[src/rtl/hs32_xalu.sv]
// Handshaked ALU with NZCV flags and multi-cycle unsigned MUL/DIVU/MODU; result registered.
// Latency 1 (logic/arith) or 1+WIDTH (mul/div); accepts only in IDLE, holds result until i_ready.
module hs32_xalu #(
    parameter  int WIDTH = 32,
    localparam int CNT_W = $clog2(WIDTH) + 1
) (
    input  logic             clk,
    input  logic             reset,
    input  logic             i_flush,
    input  logic             i_valid,
    output logic             o_ready,
    input  logic [3:0]       i_op,
    input  logic [WIDTH-1:0] i_a,
    input  logic [WIDTH-1:0] i_b,
    input  logic [3:0]       i_fl,
    output logic             o_valid,
    input  logic             i_ready,
    output logic [WIDTH-1:0] o_r,
    output logic [3:0]       o_fl
);

    localparam logic [3:0] OP_ADD  = 4'd1;
    localparam logic [3:0] OP_SUB  = 4'd2;
    localparam logic [3:0] OP_AND  = 4'd3;
    localparam logic [3:0] OP_OR   = 4'd4;
    localparam logic [3:0] OP_XOR  = 4'd5;
    localparam logic [3:0] OP_BIC  = 4'd6;
    localparam logic [3:0] OP_ADC  = 4'd7;
    localparam logic [3:0] OP_SBC  = 4'd8;
    localparam logic [3:0] OP_MUL  = 4'd9;
    localparam logic [3:0] OP_DIVU = 4'd10;
    localparam logic [3:0] OP_MODU = 4'd11;

    typedef enum logic [1:0] {IDLE, BUSY, DONE} state_t;

    state_t           state;
    logic [WIDTH-1:0] a_q;
    logic [WIDTH-1:0] b_q;
    logic [3:0]       op_q;
    logic             cin_q;
    logic [WIDTH-1:0] hi;
    logic [WIDTH-1:0] lo;
    logic [CNT_W-1:0] cnt;

    logic             accept;
    logic             is_multi;
    logic [WIDTH:0]   cin_ext;
    logic [WIDTH:0]   alu_sum;
    logic [WIDTH-1:0] alu_r;
    logic             alu_c;
    logic             alu_v;
    logic             unused_fl;

    // N and Z inputs carry no information for any opcode.
    assign unused_fl = ^i_fl[3:2];

    assign o_ready  = (state == IDLE);
    assign accept   = i_valid & o_ready & ~i_flush;
    assign is_multi = (i_op == OP_MUL) || (i_op == OP_DIVU) || (i_op == OP_MODU);
    assign cin_ext  = {{WIDTH{1'b0}}, i_fl[1]};

    always_comb begin
        alu_sum = '0;
        alu_r   = i_b;
        alu_c   = i_fl[1];
        alu_v   = i_fl[0];
        case (i_op)
            OP_ADD, OP_ADC: begin
                alu_sum = {1'b0, i_a} + {1'b0, i_b} + ((i_op == OP_ADC) ? cin_ext : '0);
                alu_r   = alu_sum[WIDTH-1:0];
                alu_c   = alu_sum[WIDTH];
                alu_v   = (i_a[WIDTH-1] == i_b[WIDTH-1]) && (alu_r[WIDTH-1] != i_a[WIDTH-1]);
            end
            OP_SUB, OP_SBC: begin
                // Bit WIDTH of the difference is the borrow.
                alu_sum = {1'b0, i_a} - {1'b0, i_b} - ((i_op == OP_SBC) ? cin_ext : '0);
                alu_r   = alu_sum[WIDTH-1:0];
                alu_c   = alu_sum[WIDTH];
                alu_v   = (i_a[WIDTH-1] != i_b[WIDTH-1]) && (alu_r[WIDTH-1] != i_a[WIDTH-1]);
            end
            OP_AND:  alu_r = i_a & i_b;
            OP_OR:   alu_r = i_a | i_b;
            OP_XOR:  alu_r = i_a ^ i_b;
            OP_BIC:  alu_r = i_a & ~i_b;
            default: alu_r = i_b;
        endcase
    end

    // One shift-add step: {hi,lo} holds partial product, multiplier drains out of lo.
    logic [WIDTH:0]   mul_t;
    logic [WIDTH-1:0] mul_hi;
    logic [WIDTH-1:0] mul_lo;
    // One restoring-divide step: hi is the remainder, lo shifts dividend out and quotient in.
    logic [WIDTH:0]   div_r2;
    logic             div_ge;
    logic [WIDTH-1:0] div_d;
    logic [WIDTH-1:0] div_hi;
    logic [WIDTH-1:0] div_lo;
    logic [WIDTH-1:0] nxt_hi;
    logic [WIDTH-1:0] nxt_lo;
    logic [WIDTH-1:0] fin_r;
    logic             fin_v;

    always_comb begin
        mul_t  = {1'b0, hi} + (lo[0] ? {1'b0, a_q} : '0);
        mul_hi = mul_t[WIDTH:1];
        mul_lo = {mul_t[0], lo[WIDTH-1:1]};
        div_r2 = {hi, lo[WIDTH-1]};
        div_ge = (div_r2 >= {1'b0, b_q});
        div_d  = div_r2[WIDTH-1:0] - b_q;
        div_hi = div_ge ? div_d : div_r2[WIDTH-1:0];
        div_lo = {lo[WIDTH-2:0], div_ge};
        nxt_hi = (op_q == OP_MUL) ? mul_hi : div_hi;
        nxt_lo = (op_q == OP_MUL) ? mul_lo : div_lo;
        fin_r  = (op_q == OP_MODU) ? nxt_hi : nxt_lo;
        fin_v  = (op_q == OP_MUL) ? (|nxt_hi) : (b_q == '0);
    end

    always_ff @(posedge clk or negedge reset) begin
        if (!reset) begin
            state   <= IDLE;
            a_q     <= '0;
            b_q     <= '0;
            op_q    <= '0;
            cin_q   <= 1'b0;
            hi      <= '0;
            lo      <= '0;
            cnt     <= '0;
            o_valid <= 1'b0;
            o_r     <= '0;
            o_fl    <= '0;
        end else if (i_flush) begin
            state   <= IDLE;
            cnt     <= '0;
            o_valid <= 1'b0;
        end else begin
            case (state)
                IDLE: begin
                    if (accept) begin
                        a_q   <= i_a;
                        b_q   <= i_b;
                        op_q  <= i_op;
                        cin_q <= i_fl[1];
                        if (is_multi) begin
                            state <= BUSY;
                            cnt   <= CNT_W'(WIDTH);
                            hi    <= '0;
                            lo    <= (i_op == OP_MUL) ? i_b : i_a;
                        end else begin
                            state   <= DONE;
                            o_valid <= 1'b1;
                            o_r     <= alu_r;
                            o_fl    <= {alu_r[WIDTH-1], ~|alu_r, alu_c, alu_v};
                        end
                    end
                end
                BUSY: begin
                    hi  <= nxt_hi;
                    lo  <= nxt_lo;
                    cnt <= cnt - 1'b1;
                    if (cnt == CNT_W'(1)) begin
                        state   <= DONE;
                        o_valid <= 1'b1;
                        o_r     <= fin_r;
                        o_fl    <= {fin_r[WIDTH-1], ~|fin_r, cin_q, fin_v};
                    end
                end
                DONE: begin
                    if (i_ready) begin
                        state   <= IDLE;
                        o_valid <= 1'b0;
                    end
                end
                default: state <= IDLE;
            endcase
        end
    end

endmodule

[config.mk]
export PLATFORM = sky130hd
export DESIGN_NAME = hs32_xalu
export DESIGN_NICKNAME = d
export VERILOG_FILES = /design/src/rtl/hs32_xalu.sv
export SDC_FILE = /design/constraint.sdc
export NUM_CORES = 1
export LEC_CHECK = 0
export CORE_MARGIN = 2
export CORE_UTILIZATION = 40
export DETAILED_ROUTE_END_ITERATION = 16
export PLACE_DENSITY_LB_ADDON = 0.15
export SETUP_SLACK_MARGIN = 0.3
export SLEW_MARGIN = 20
export SYNTH_ARGS = -nofsm -noshare
export SYNTH_HDL_FRONTEND = slang
export SYNTH_SLANG_ARGS = --single-unit
[constraint.sdc]
create_clock -name clk -period 4.9 [get_ports clk]
set_input_delay 1.225 -clock clk [delete_from_list [all_inputs] [get_ports clk]]
set_output_delay 1.225 -clock clk [all_outputs]
set_load 0.02 [all_outputs]
==> results of run 1 <==
-- worst max path at each step --
stage / cells after the start / endpoint / startpoint / slack [ns]
global route: 25 / o_fl[2]$_DFFE_PN0P_ / i_op[2] / -0.43
CTS: 24 / o_fl[2]$_DFFE_PN0P_ / i_op[2] / -0.09
floorplan: 22 / o_fl[2]$_DFFE_PN0P_ / i_op[2] / -0.43
detailed placement: 22 / o_fl[2]$_DFFE_PN0P_ / i_op[3] / -1.23
global placement: 23 / o_fl[2]$_DFFE_PN0P_ / i_op[3] / -1.30
finish: 24 / o_fl[2]$_DFFE_PN0P_ / i_op[2] / -0.20
-- critical path: stages --
cell and delay, ns:
buf_6 0.09, nand2b_4 0.14, nor3_4 0.15, nand2_1 0.10
fa_1 0.54, inv_1 0.05, ha_2 0.18, nor2_2 0.09
fa_2 0.20, nor3b_2 0.20, o21ai_2 0.12, buf_4 0.15
o211a_4 0.26, buf_6 0.11, o21ba_4 0.21, o21a_1 0.21
nor3_2 0.19, nor3_2 0.07, o32ai_2 0.29, buf_4 0.16
nand4_1 0.07, nor4_1 0.25, nand4_1 0.13, o31ai_1 0.24
-- area by class of cell --
| class | instances | area [µm²] | area share |
|---|---|---|---|
| Clock buffer | 19 | 443 | 0.0172 |
| Clock inverter | 11 | 82.6 | 0.00321 |
| Inverter | 168 | 631 | 0.0245 |
| Multi-Input combinational cell | 2192 | 14700 | 0.571 |
| Sequential cell | 177 | 4430 | 0.172 |
| Tap cell | 672 | 841 | 0.0327 |
| Timing Repair Buffer | 556 | 4610 | 0.179 |
-- layer usage --
| metal | wire length (µm) | global-route usage |
|---|---|---|
| met1 | 40900 | 0.484 |
| met2 | 37400 | 0.501 |
| met3 | 7570 | 0.0514 |
| met4 | 2420 | 0.0944 |
| met5 | 0 | 0 |
-- power breakdown --
group	leakage [nW]	switching (mW)	internal [mW]	total [mW]
combinational	9.46	3.29	2.28	5.57
sequential	2.26	0.490	1.98	2.47
clock	0.244	0.637	0.660	1.30
-- stage by stage --
stage                     utilization  cells  setup WS, ns  hold WS (ns)  power, mW
after global placement          0.498   3750         -1.30         0.456       7.78
final                           0.516   3795        -0.196         0.476       9.34
after detailed placement        0.498   3750         -1.23         0.463       7.83
after CTS                       0.514   3792       -0.0885         0.479       9.20
after floorplan                     -   2704        -0.428         0.442       5.54
after global routing            0.516   3795        -0.434         0.500       9.89
-- what timing repair did --
item | 4_1_cts | 5_1_grt
pin swaps | 27 | 14
endpoints found under the setup margin | 27 | 19
setup buffers | 12 | 3
resized for setup | 58 | 18
-- cell usage in the layout, fill, tap and decap left out, types with 13 or more instances in the layout --
cell type / synthesis / final
buf_4: 6 / 426
nand2_1: 363 / 362
o21ai_0: 276 / 266
a21oi_1: 199 / 194
ha_1: 194 / 191
dfrtp_1: 177 / 177
nor2_1: 178 / 174
inv_1: 167 / 166
clkdlybuf4s50_1: 0 / 103
nand3_1: 77 / 77
xnor2_1: 73 / 72
nor3_1: 65 / 58
mux2i_1: 54 / 54
a21o_1: 46 / 46
a31oi_1: 43 / 43
and2_1: 42 / 42
xor2_1: 36 / 36
a211oi_1: 35 / 34
and3_1: 29 / 29
nand4_1: 27 / 27
o211ai_1: 25 / 25
nor4_1: 26 / 25
o21a_1: 24 / 24
or3_1: 21 / 20
o21bai_1: 21 / 20
a22o_1: 19 / 19
nand2b_1: 20 / 18
o21ai_1: 12 / 18
o22ai_1: 21 / 18
clkbuf_16: 0 / 17
o2111ai_1: 17 / 15
nor2b_1: 13 / 13
a221oi_1: 18 / 13
-- flip-flops by register name, indices dropped and copies added, names as in the netlist, 2 cells and up --
register	flops
a_q	32
o_fl	3
state	2
cnt	6
b_q	32
op_q	4
hi	32
o_r	32
lo	32
-- logic make-up (layout without fill, tap and decap cells) --
group                    Yosys count  after routing  synth area share
AO/OA/AOI/OAI                    909            909             0.294
buffers and inverters            335            754            0.0669
multiplexers                      64             64            0.0325
flip-flops                       177            177             0.220
XOR/XNOR                         109            109            0.0475
AND/OR/NAND/NOR                  910            910             0.212
adder cells (fa/ha/maj)          200            200             0.127
==> impl_metrics.yaml, run 1 <==
logic_synthesis:
  ys.flop_type: "dfrtp_1"
  yosysSeqAreaShare: 0.220
  yosys.cell_types.count: 103
  synth_enable_flop_cells: 0
  synth_area_leader_cell: "dfrtp_1"
  synthTopCellsByCount: "363 x nand2_1, 276 x o21ai_0, 199 x a21oi_1"
  synth_most_common_cell: "nand2_1"
  synth.area.top_cells: "dfrtp_1 22%, ha_1 12%, o21ai_0 6.9%"
  async_reset_ff_frac: 1.00
  avgSynthCellArea_um2: 7.44
  syn_inst: 2704
  synth-seq-cells: 177
  syn_area_um2: 20100
  synth_nets: 2981
  yosysWarnings: 0
  netlist.area_leader.share: 0.220
sta:
  finalCriticalPeriod_ns: 5.10
  final_hold_viol_count: 0
  period_share: 1.04
  setup_ws_ns: -0.196
  fmax_mhz: 196
  drv_slew: 0
  rsz0062_at_grt: "true"
  setup-tns-final_ns: -0.757
  slew_headroom: 0.332
  tightest_slew_ns: 0.994
  skew_ns: 0.00996
  report.final.setup_viol: 7
clock_tree:
  clk_pin_slew_ns: 0.07
  clock-sinks: 177
  cts_buffers: 17
  cts_hold_buf: 0
  insertion_delay_ns: 0.45
  root_buffer: "clkbuf_16"
  clockBufferDepth: 2
  htree_levels: 4
  cts_tree: "done"
worst_setup_path:
  r2r_setup_slack_ns: 0.15
  path_max_fanout: 3
  r2r_end: "o_fl[2]$_DFFE_PN0P_"
  cp-start-kind: "primary input"
  crit_required_ns: 5.26
  reg2reg_depth: 17
  reg2reg_from: "lo[31]$_DFFE_PN0P_"
  critical_path_class: "in2reg"
  cp.arrival_ns: 5.45
  end_kind: "flip-flop"
cells_and_area:
  final_nets: 3389
  final_layout_size_suffix_gt1_frac: 0.190
  diodes: 0
  fillCellCount: 5013
  fin_area_um2: 25700
  areaGrowthSynthToFinish_pct: 27.9
global_routing:
  grt_first_pass_wirelength_mm: 133
  grt_max_degree: 88
  grt_overflow_total: 0
  antenna_found_initial: 2
  first_global_vias: 21726
  grt_usage: 0.331
place:
  portBuffers: 112
  gp_congestion: 0.964
  dp_hpwl_mm: 70.9
  place_area_um2: 24900
route:
  routedWlPerCell_um: 23.3
  routed_wl_mm: 88.4
  detail_route.vias_per_cell: 5.93
  first_pass_iters: 6
  drt_iter0_markers: 2162
  drc_errors: 0
  antenna_left: 0
  detailroute.via_count: 22486
die:
  num_rows: 82
  start_util: 0.403
  die_x_um: 228
  ios: 115
  core_area_um2: 49900
  dieArea_um2: 52100
  die_h_um: 228
pwr:
  leakagePower_nw: 12.0
  power.density_nw_per_um2: 363
  peakVddDrop_mv: 0.273
run_status:
  failed_checks: "setup timing"
  status: "finished, violations left"
min_path:
  hold_depth: 2
  hold_class: "reg2reg"
  min_from: "a_q[5]$_DFFE_PN0P_"
  hold_end: "a_q[5]$_DFFE_PN0P_"
job:
  max-cap-violations: 0
(Power assumes the default switching activity.)
==> inputs of run 2 (changes only) <==
==> constraint.sdc (replaced) <==
create_clock -name clk -period 4.9 [get_ports clk]
set_input_delay 0.98 -clock clk [delete_from_list [all_inputs] [get_ports clk]]
set_output_delay 0.98 -clock clk [all_outputs]
set_load 0.02 [all_outputs]
==> run 2 against run 1 <==
The run still ends with setup timing left. Flip-flop and latch count did not move. Cell count is 3.4% lower. Setup slack improved by 0.15 ns. Combinational power decreased by 3%. Highest routed layer unchanged. Sequential power barely moved. Design area is 3.7% lower. Die area did not move. Critical path type unchanged. Clock power up 12%.
==> impl_metrics.yaml, run 2 (synthesis gave the netlist of run 1 again) <==
run_status:
  status: "finished, violations left"
  failed_checks: "setup timing"
clock_tree:
  insertion_delay_ns: 0.46
  cts_tree: "done"
  cts_buffers: 17
  cts_hold_buf: 0
  clk_pin_slew_ns: 0.07
  clockBufferDepth: 2
  htree_levels: 4
  clock-sinks: 177
  root_buffer: "clkbuf_16"
sta:
  final_hold_viol_count: 0
  skew_ns: 0.0106
  period_share: 1.01
  setup_ws_ns: -0.0488
  rsz0062_at_grt: "true"
  whs_ns: 0.480
  report.final.setup_viol: 1
  fmax_mhz: 202
  setup-tns-final_ns: -0.0488
  tightest_slew_ns: 0.899
  drv_slew: 0
  finalCriticalPeriod_ns: 4.95
  slew_headroom: 0.401
pwr:
  peakVddDrop_mv: 0.245
  fin_total_pwr_mw: 9.32
  leakagePower_nw: 11.3
  power.density_nw_per_um2: 376
die:
  start_util: 0.403
  core_area_um2: 49900
  die_x_um: 228
  num_rows: 82
  dieArea_um2: 52100
  ios: 115
  die_h_um: 228
cells_and_area:
  most-common-layout-cells: "360 x nand2_1, 299 x buf_4, 269 x o21ai_0, 196 x a21oi_1, 191 x ha_1"
  fillCellCount: 5052
  stdcell_count: 3667
  final_common_cell: "nand2_1"
  final_nets: 3258
  fin_area_um2: 24800
  final_layout_size_suffix_gt1_frac: 0.156
  areaGrowthSynthToFinish_pct: 23.2
place:
  portBuffers: 112
  gp_congestion: 0.978
  dpl.cell_count: 3619
  dp_hpwl_mm: 68.2
  place_area_um2: 23800
route:
  detail_route.vias_per_cell: 6.02
  antenna_left: 0
  detailroute.via_count: 22071
  routedWlPerCell_um: 23.4
  routed_wl_mm: 85.8
  drt_iter0_markers: 2275
  drc_errors: 0
  first_pass_iters: 6
worst_setup_path:
  cp.arrival_ns: 5.31
  end_kind: "flip-flop"
  path_max_fanout: 4
  critical_path_class: "in2reg"
  crit_required_ns: 5.27
  reg2reg_depth: 16
  cp-start-kind: "primary input"
global_routing:
  antenna_found_initial: 1
  grt_overflow_total: 0
  grt_first_pass_wirelength_mm: 130
  grt_max_degree: 102
  first_global_vias: 21153
  grt_usage: 0.323
job:
  max-cap-violations: 0
min_path:
  hold_class: "in2async"
[run 2: repair_timing]
item                                    4_1_cts  5_1_grt
resized for setup                            44       40
endpoints found under the hold margin         0        0
pin swaps                                    29       31
endpoints found under the setup margin       19       14
setup buffers                                10        5
[run 2: worst paths after layout]
path / startpoint / to / slack, ns
worst max-delay path: i_op[2] / o_fl[2]$_DFFE_PN0P_ / -0.05
max in group asynchronous: reset / lo[3]$_DFFE_PN0P_ / 3.40
worst min-delay path: reset / o_r[1]$_DFFE_PN0P_ / 0.48
worst min register to register: a_q[4]$_DFFE_PN0P_ / a_q[4]$_DFFE_PN0P_ / 0.48
worst max register to register: b_q[16]$_DFFE_PN0P_ / o_fl[2]$_DFFE_PN0P_ / 0.14
min in group clk: a_q[4]$_DFFE_PN0P_ / a_q[4]$_DFFE_PN0P_ / 0.48
[run 2: layout make-up]
type                       instances  area [µm²]  share of cell area
antenna                            1        2.50            0.000101
clock buffer                      21         480              0.0194
clock inverter                    11         126             0.00510
inverter                         168         631              0.0254
multi-input combinational       2192       14700               0.594
sequential                       177        4430               0.179
tap                              672         841              0.0339
timing repair buffer             425        3560               0.144
[run 2: routing by layer]
metal | vias to the layer above | routed length, µm | track usage
met5 | - | 0 | 0
met4 | 0 | 1890 | 0.0784
met3 | 91 | 7220 | 0.0498
met2 | 995 | 36900 | 0.492
met1 | 10636 | 39900 | 0.477
li1 | 10349 | - | -
[run 2: stage by stage]
stage                util  setup WS [ns]
floorplan               -         -0.183
global placement    0.477          -1.01
detailed placement  0.477         -0.944
CTS                 0.492         0.0341
global route        0.497         -0.170
finish              0.497        -0.0488
[run 2: power breakdown]
part | internal (mW) | switching, mW | total (mW)
combinational | 2.15 | 3.24 | 5.39
clock | 0.810 | 0.637 | 1.45
sequential | 1.98 | 0.502 | 2.48
[run 2: worst max-delay path: stages]
cell and delay [ns]:
buf_6 0.09, nand2b_4 0.14, nor3_4 0.13, nand2_2 0.07
fa_1 0.58, ha_2 0.23, nor2_4 0.05, fa_2 0.39
nor3b_4 0.16, o21ai_2 0.17, buf_4 0.16, buf_6 0.09
o211a_4 0.19, nor2_4 0.04, buf_6 0.12, o21ai_4 0.19
nor3_2 0.07, o32a_1 0.37, a2111oi_2 0.25, nand4_1 0.15
nor4_2 0.31, nand4_1 0.15, o31ai_1 0.21
